File: config.mk
export PLATFORM = sky130hd
export DESIGN_NAME = crc5_frame_tx_flat
export DESIGN_NICKNAME = d
export VERILOG_FILES = /design/src/rtl/crc5_pkg.sv /design/src/rtl/crc5_frame_tx_if.sv /design/src/rtl/crc5_lfsr.sv /design/src/rtl/crc5_frame_tx.sv /design/src/flat_wrapper.sv
export SDC_FILE = /design/constraint.sdc
export NUM_CORES = 1
export LEC_CHECK = 0
export CAP_MARGIN = 25
export CORE_ASPECT_RATIO = 1.2
export CORE_MARGIN = 2
export CORE_UTILIZATION = 45
export CTS_CLUSTER_SIZE = 30
export DETAILED_ROUTE_END_ITERATION = 7
export DONT_BUFFER_PORTS = 1
export GPL_ROUTABILITY_DRIVEN = 0
export MAX_ROUTING_LAYER = met4
export PLACE_DENSITY = 0.66
export SYNTH_ARGS = -nofsm -noshare
export SYNTH_HDL_FRONTEND = slang
export SYNTH_SLANG_ARGS = --single-unit
File: constraint.sdc
create_clock -name clk -period 4.8 [get_ports clk]
set_input_delay 0.48 -clock clk [delete_from_list [all_inputs] [get_ports clk]]
set_output_delay 0.48 -clock clk [all_outputs]
set_load 0.03 [all_outputs]
File: src/rtl/crc5_pkg.sv
// crc5_pkg: shared CRC-5 constants, frame FSM states and the serial CRC update
package crc5_pkg;
    localparam logic [4:0] CRC5_INIT     = 5'b11111;
    localparam logic [4:0] CRC5_RESIDUAL = 5'b01100;
    localparam logic [7:0] SYNC_DEFAULT  = 8'b0000_0001;

    typedef enum logic [1:0] {IDLE, SYNC, DATA, CRC} tx_state_t;

    function automatic logic [4:0] crc5_next(input logic [4:0] c, input logic d);
        logic fb;
        fb = c[4] ^ d;
        return {c[3], c[2], c[1] ^ fb, c[0], fb};
    endfunction
endpackage

File: src/rtl/crc5_frame_tx_if.sv
// crc5_frame_tx_if: payload valid/ready handshake into the framed transmitter
interface crc5_frame_tx_if #(parameter int DATA_W = 11);
    logic              in_valid;
    logic              in_ready;
    logic [DATA_W-1:0] in_data;

    modport master(output in_valid, in_data, input in_ready);
    modport slave(input in_valid, in_data, output in_ready);
endinterface

File: src/rtl/crc5_lfsr.sv
// crc5_lfsr: serial CRC-5 register with init/step/hold, shared with the receivers
module crc5_lfsr
    import crc5_pkg::*;
(
    input  logic       clk,
    input  logic       rst,
    input  logic       init,
    input  logic       step,
    input  logic       d,
    output logic [4:0] c
);
    // init wins over step; otherwise the register holds
    always_ff @(posedge clk or posedge rst)
        if (rst) c <= CRC5_INIT;
        else if (init) c <= CRC5_INIT;
        else if (step) c <= crc5_next(c, d);
endmodule

File: src/rtl/crc5_frame_tx.sv
// crc5_frame_tx: sync + payload + inverted CRC-5 serialiser with one-word holding register
// Optional bit stuffing after six ones in DATA/CRC: define CRC5_TX_STUFF_EN
module crc5_frame_tx
    import crc5_pkg::*;
#(
    parameter int                DATA_W   = 11,
    parameter int                SYNC_W   = 8,
    parameter logic [SYNC_W-1:0] SYNC_PAT = SYNC_DEFAULT
) (
    input  logic                   clk,
    input  logic                   rst,
    input  logic                   en,
    input  logic                   abort,
    crc5_frame_tx_if.slave         bus,
    output logic                   tx_bit,
    output logic                   tx_active,
    output logic                   tx_last
);
    localparam int         SH_W     = SYNC_W - 1 + DATA_W;
    localparam logic [4:0] SYNC_END = 5'(SYNC_W);
    localparam logic [4:0] DATA_END = 5'(SYNC_W + DATA_W);
    localparam logic [4:0] LAST     = 5'(SYNC_W + DATA_W + 4);

    tx_state_t         state_q, state_d;
    logic [4:0]        cnt_q, cnt_d, n, idx, c;
    logic [SH_W-1:0]   sh_q, sh_d;
    logic [DATA_W-1:0] hold_q;
    logic              hold_full, bit_d, act_d, last_d, load, crc_init, crc_step;
`ifdef CRC5_TX_STUFF_EN
    logic [2:0]        ones_q, ones_d;
`endif

    assign bus.in_ready = ~hold_full;

    crc5_lfsr u_lfsr (
        .clk (clk),
        .rst (rst),
        .init(crc_init),
        .step(crc_step),
        .d   (sh_q[SH_W-1]),
        .c   (c)
    );

    // frame sequencing: cnt_q is the frame position of the bit currently on tx_bit
    always_comb begin
        state_d  = state_q;
        cnt_d    = cnt_q;
        sh_d     = sh_q;
        bit_d    = tx_bit;
        act_d    = tx_active;
        last_d   = tx_last;
        load     = 1'b0;
        crc_init = 1'b0;
        crc_step = 1'b0;
        n        = cnt_q + 5'd1;
        idx      = LAST - n;
`ifdef CRC5_TX_STUFF_EN
        ones_d   = ones_q;
`endif
        if (abort) begin
            state_d  = IDLE;
            bit_d    = 1'b1;
            act_d    = 1'b0;
            last_d   = 1'b0;
            crc_init = 1'b1;
        end else if (en) begin
`ifdef CRC5_TX_STUFF_EN
            if (state_q inside {DATA, CRC} && ones_q == 3'd6) begin
                bit_d  = 1'b0;
                last_d = 1'b0;
            end else
`endif
            if (state_q == IDLE || cnt_q == LAST) begin
                if (hold_full) begin
                    load     = 1'b1;
                    crc_init = 1'b1;
                    state_d  = SYNC;
                    cnt_d    = 5'd0;
                    sh_d     = {SYNC_PAT[SYNC_W-2:0], hold_q};
                    bit_d    = SYNC_PAT[SYNC_W-1];
                    act_d    = 1'b1;
                    last_d   = 1'b0;
                end else begin
                    state_d = IDLE;
                    bit_d   = 1'b1;
                    act_d   = 1'b0;
                    last_d  = 1'b0;
                end
            end else begin
                cnt_d = n;
                if (n < DATA_END) begin
                    bit_d    = sh_q[SH_W-1];
                    sh_d     = sh_q << 1;
                    crc_step = n >= SYNC_END;
                    state_d  = n >= SYNC_END ? DATA : SYNC;
                end else begin
                    bit_d   = ~c[idx[2:0]];
                    state_d = CRC;
                    last_d  = n == LAST;
                end
            end
`ifdef CRC5_TX_STUFF_EN
            ones_d = bit_d ? (load ? 3'd1 : ones_q + 3'd1) : 3'd0;
`endif
        end
    end

    // frame registers advance on en; the holding register follows the handshake every cycle
    always_ff @(posedge clk or posedge rst)
        if (rst) begin
            state_q   <= IDLE;
            cnt_q     <= '0;
            sh_q      <= '0;
            hold_q    <= '0;
            hold_full <= 1'b0;
            tx_bit    <= 1'b1;
            tx_active <= 1'b0;
            tx_last   <= 1'b0;
`ifdef CRC5_TX_STUFF_EN
            ones_q    <= '0;
`endif
        end else begin
            state_q   <= state_d;
            cnt_q     <= cnt_d;
            sh_q      <= sh_d;
            tx_bit    <= bit_d;
            tx_active <= act_d;
            tx_last   <= last_d;
            hold_full <= (abort || load) ? 1'b0 : (bus.in_valid && !hold_full) ? 1'b1 : hold_full;
            hold_q    <= (bus.in_valid && !hold_full && !abort) ? bus.in_data : hold_q;
`ifdef CRC5_TX_STUFF_EN
            ones_q    <= ones_d;
`endif
        end
endmodule

File: src/flat_wrapper.sv
// flat-port wrapper written by rule: the top's interface ports become plain ports
module crc5_frame_tx_flat import crc5_pkg::*;
#(
    parameter int                DATA_W   = 11,
    parameter int                SYNC_W   = 8,
    parameter logic [SYNC_W-1:0] SYNC_PAT = SYNC_DEFAULT
)
  (clk, rst, en, abort, tx_bit, tx_active, tx_last, bus_in_valid, bus_in_data, bus_in_ready);
  crc5_frame_tx_if #(.DATA_W(DATA_W)) bus_i ();
  input  logic clk;
  input  logic rst;
  input  logic en;
  input  logic abort;
  output logic tx_bit;
  output logic tx_active;
  output logic tx_last;
  input wire logic [$bits(bus_i.in_valid)-1:0] bus_in_valid;
  input wire logic [$bits(bus_i.in_data)-1:0] bus_in_data;
  output wire logic [$bits(bus_i.in_ready)-1:0] bus_in_ready;
  assign bus_i.in_valid = bus_in_valid;
  assign bus_i.in_data = bus_in_data;
  assign bus_in_ready = bus_i.in_ready;
  crc5_frame_tx #(.DATA_W(DATA_W), .SYNC_W(SYNC_W), .SYNC_PAT(SYNC_PAT)) u_core (.clk(clk), .rst(rst), .en(en), .abort(abort), .bus(bus_i), .tx_bit(tx_bit), .tx_active(tx_active), .tx_last(tx_last));
endmodule
======== After elaboration in Yosys (flattened, before gate mapping) ========
Index checks and enable logic that the tools add are counted.
operators by class
  reductions and logical operators ........ 16
  bitwise logic cells ..................... 5
  muxes and demuxes ....................... 38
  equality and inequality tests ........... 4
  shifts and indexed selects .............. 0
  div/mod/pow operators ................... 0
  $lt $le $gt $ge ......................... 3
  multiply operators ...................... 0
  $add $sub $neg .......................... 2
operators by type and width
  kind                 count
  $mux 18              3
  $mux 1               25
  $mux 5               4
  $eq 5x5->1 const B   2
  $mux 2               5
  $reduce_bool 2->1    5
  $add 5x1->5 const B  1
  $ge 5x4->1 const B   1
  $lt 5x5->1 const B   1
  $lt 3x4->1 const B   1
  $reduce_and 2->1     2
  $reduce_and 4->1     1
  $bmux 1 s3           1
  $ne 3x2->1 const B   1
  $not 1->1            3
  $reduce_and 3->1     1
  $sub 3x3->3 const A  1
  $logic_and 1x1->1    2
  $logic_not 1->1      2
  $logic_not 2->1      1
  $logic_or 1x1->1     2
  $ne 2x1->1 const B   1
  $xor 1x1->1          2
word-level totals
  register bits after elaboration ......... 45
  latch bits .............................. 0
  logic and storage cells ................. 77
  memories kept ........................... 0
  bits in writable memories ............... 0
  memory bits (read-only) ................. 0

======== Logic depth before layout (Yosys ltp) ========
  word-level depth ........................ 9
  gate-level depth with buffers ........... 9
  mapped depth without buffers ............ 7

======== Modules after synthesis ========
A second synthesis with hierarchy kept.
second synthesis, totals
  cells, all modules ...................... 241
  area total of the unflattened synthesis .. 2,477.4 µm²
modules (own cells, without submodules)
  module         area an instance (µm²)  times used  seq. area each (µm²)  cells an instance
  crc5_frame_tx  2,227.1                 1           1,002.2               222
  crc5_lfsr      250.2                   1           131.4                 19

======== Least setup slack after synthesis ========
OpenSTA, ideal clock, no wires.
  kind .................................... register to register
  start ................................... reg u_core.cnt_q[0]
  end ..................................... reg u_core.sh_q[10]
  cell stages (with the launch flop) ...... 9
  setup time .............................. 0.132 ns
  period minus slack after synthesis ...... 2.172 ns
  slack ................................... 2.628 ns
  arrival time ............................ 2.040 ns
  cell sequence ........................... dfrtp_1 -> buf_6 -> inv_1 -> ha_1 -> nor2_1 -> a2111oi_2 -> o311ai_1 -> clkbuf_1 -> o21ai_1
on the way
  longest elaborated chain between the ends .. 4
  elaborated cells between the ends (all ways) .. 8
  classes of those cells .................. add/sub: 1; order compare: 1; eq/ne: 2; mux: 1; reduce/logical: 3
RTL lines
  item                                                              line                                      text
  from (decl)                                                       crc5_frame_tx.sv:25                       logic [4:0] cnt_q, cnt_d, n, idx, c;
  from (signal assigned)                                            crc5_frame_tx.sv:124                      cnt_q <= cnt_d;
  $add 5x1->5 or $eq 5x5->1 (tied branches)                         crc5_frame_tx.sv:55, crc5_frame_tx.sv:73
  $lt 5x5->1 or $logic_or 1x1->1 (tied branches)                    crc5_frame_tx.sv:91, crc5_frame_tx.sv:73
  $reduce_bool 2->1 (no source line) or $ne 2x1->1 (tied branches)  -
  $reduce_and 4->1 (no source line)                                 -
  to (signal assigned)                                              crc5_frame_tx.sv:113                      sh_q <= '0;
  to (signal assigned)                                              crc5_frame_tx.sv:125                      sh_q <= sh_d;
  to (decl)                                                         crc5_frame_tx.sv:26                       logic [SH_W-1:0] sh_q, sh_d;
Several ways; a longest one is shown, not always the timed one.
A chain may end at the register's enable or synchronous reset.

======== Worst setup path in the final report ========
  start ................................... reg u_core.cnt_q[0]
  end ..................................... reg u_core.sh_q[9]
The elaborated chain is that of the path after synthesis.

==> impl_metrics.py <==
metrics = {
    "clocking": {
        "cts_buffers": 5,
        "cts.htree.levels": 2,
        "insertion_delay_ns": 0.30,
        "cts-root-buf": "clkbuf_8",
        "cts.sinks": 45,
        "cts.repair.resized": 0,
        "clk_path_buf_depth": 2,
        "clkSlewWorstSetupHoldPaths_ns": 0.08,
        "hold_buffers": 0,
        "cts_setup_buffers": 0,
        "cts_tree": "built",
    },
    "finish": {
        "drive_gt1_share_pct": 18.0,
        "syn2layout_area_growth_pct": 9.12,
        "nNetsFinal": 222,
        "diodes": 0,
        "final_cell_mix": "39 x dfrtp_1, 33 x nand2_1, 19 x o21ai_1",
        "post-route-util_pct": 51.1,
        "final_common_cell": "dfrtp_1",
    },
    "setup_path": {
        "r2r_cells": 7,
        "crit-reg2reg-launch": "u_core.cnt_q[0]",
        "cp_data_arrival_time_ns": 2.71,
        "worstPathMaxFanout": 22,
        "r2r-end": "u_core.sh_q[9]",
        "cp.required_ns": 4.98,
        "cp-start-kind": "flop",
        "path_cells": "ha_1, a21bo_1, a2111oi_2, o311ai_4, buf_8, nand2_1, o21ai_1",
        "crit_slowest_cell": "a2111oi_2",
        "crit_path_end_kind": "flop",
        "slowest_delay_ns": 0.64,
        "crit_type": "flop to flop",
        "reg2reg_slack_ns": 2.27,
        "worstSetupStartpoint": "u_core.cnt_q[0]",
    },
    "job": {
        "maxCapViolations": 0,
    },
    "sta": {
        "max_freq_ghz": 0.396,
        "skew_ns": 0.00785,
        "slew_viol_final": 0,
        "fin_crit_sh_pct": 52.6,
        "max_slew_margin_pct": 41.2,
        "fin_ws_ns": 2.27,
        "rsz0062_at_grt": "no",
        "hold_violations": 0,
        "finalSetupTns_ns": 0,
        "post-route-min-period_ns": 2.53,
        "tightest_slew_ns": 0.878,
        "setup_viol": 0,
    },
    "global_routing": {
        "grt-ovfl-total": 0,
        "grt_pass1_vias": 1454,
        "grt_max_degree": 46,
        "track_usage_pct": 18.1,
        "grt_pass1_wl_mm": 7.04,
        "antenna_found_initial": 0,
    },
    "logic_synthesis": {
        "synth_edf_count": 0,
        "ys_top_cells_by_area": "dfrtp_1 45%, mux2i_1 7.4%, dfstp_2 7.3%",
        "synthArstFlopShare_pct": 100,
        "synth_flop_cell": "dfrtp_1",
        "synth_fp_nets": 223,
        "ys_seq_elements": 45,
        "seq_area_frac_synth_pct": 52.3,
        "synth_top_family_by_area": "multiplexers",
        "yosysTopAreaCell": "dfrtp_1",
        "avgSynthCellArea_um2": 10.6,
        "netlist_area_um2": 2170,
        "synth-adder-area-share_pct": 1.15,
        "netlist.area_leader.share_pct": 45.0,
        "synth-simple-area-share_pct": 13.8,
        "muxShareOfSynthArea_pct": 14.1,
        "yosysWarningCount": 0,
        "synth_compound_area_share_pct": 12.7,
        "synth_xor_xnor_area_share_pct": 2.77,
        "synth.distinct_cells": 42,
        "netlist_instances": 205,
    },
    "placed_design": {
        "io_buffers": 0,
        "dp_hpwl_mm": 2.84,
        "post-place-ws_ns": 2.30,
    },
    "floorplanning": {
        "pin_count": 20,
        "num_rows": 27,
        "die-area_um2": 5390,
        "start_util_pct": 46.8,
        "die_y_um": 80.0,
        "core_area_um2": 4630,
        "dieWidth_um": 67.4,
    },
    "drt": {
        "wirelength_mm": 3.97,
        "drt_pass1_iterations": 4,
        "vias": 1451,
        "ant_nets": 0,
        "wire_per_inst_um": 15.1,
        "drc_errors": 0,
        "via_per_inst": 5.52,
        "drtIter0Drc": 95,
    },
    "power": {
        "worst_ir_drop_vdd_uv": 237,
        "power_w": 0.000966,
        "p_per_area_nw_per_um2": 409,
        "p_leak_nw": 1.05,
    },
    "status": {
        "outcome": "finished clean",
    },
    "min_path": {
        "hold_path_class": "input port to asynchronous set/reset pin",
    },
}
-- flip-flops by register name, summed over array words and instances, names as in the netlist --
name,cells
u_core.cnt_q,5
u_core.hold_full,1
u_core.hold_q,11
u_core.sh_q,18
u_core.state_q,2
u_core.tx_active,1
u_core.tx_bit,1
u_core.tx_last,1
u_core.u_lfsr.c,5
-- where the power goes --
| group | switching [W] | internal (W) | leakage, nW |
|---|---|---|---|
| Combinational | 0.0000963 | 0.0000786 | 0.431 |
| Sequential | 0.0000490 | 0.000443 | 0.560 |
| Clock | 0.000130 | 0.000169 | 0.0574 |
-- layer usage --
metal | vias up | share of wire, % | global-route usage (%)
met5 | - | 0 | -
met4 | 0 | 2.0 | 7.35
met3 | 6 | 4.5 | 3.95
met2 | 32 | 50 | 27.7
met1 | 702 | 43 | 23.3
li1 | 711 | - | -
-- per-stage QoR --
stage / instances / hold WS (ns) / instance area, um2
after detailed placement: 254 / 0.479 / 2220
final: 263 / 0.0859 / 2360
after CTS: 262 / 0.218 / 2340
after global placement: 253 / 0.466 / 2210
after global routing: 263 / 0.0716 / 2360
after floorplan: 205 / 0.455 / 2170
-- cell usage after synthesis, types with 2 or more instances --
cell type  count
dfstp_2        6
mux2_2        11
o21ai_0        8
o21ai_1       19
inv_1          4
nand3_1        2
xor2_1         4
mux2i_1       16
buf_6          2
nand2_1       33
ha_1           2
nor2_1        16
clkbuf_1       8
a21oi_1        8
dfrtp_1       39
-- worst max-delay path, delay by kind of cell (launching register included) --
family	cells	cell delay (ns)
and+or+nand+nor	1	0.08
AOI/OAI and AO/OA	4	1.23
DFF	1	0.51
adders and majority gates	1	0.36
buffers and inverters	1	0.24
-- kinds of logic after synthesis --
logic type	after synthesis
simple gates	64
compound gates	46
xor+xnor	6
fa+ha+maj	2
buf+inv	14
mux	28
flops	45
-- worst max path at each step --
stage                                 end  slack (ns)  cells after the start
after global placement    u_core.sh_q[16]        2.10                      5
after global routing       u_core.sh_q[9]        2.07                      7
after floorplan           u_core.sh_q[10]        2.63                      8
final                      u_core.sh_q[9]        2.27                      7
after detailed placement   u_core.sh_q[9]        2.30                      7
after CTS                  u_core.sh_q[9]        2.28                      7
-- cell type report --
cell class                 instances  area [um2]
sequential                        45        1130
timing repair buffer               2        35.0
fill                             407        2260
tap                               58        72.6
clock buffer                       6        82.6
multi-input combinational        146         988
clock inverter                     2        37.5
inverter                           4        15.0
(Power assumes the default switching activity.)
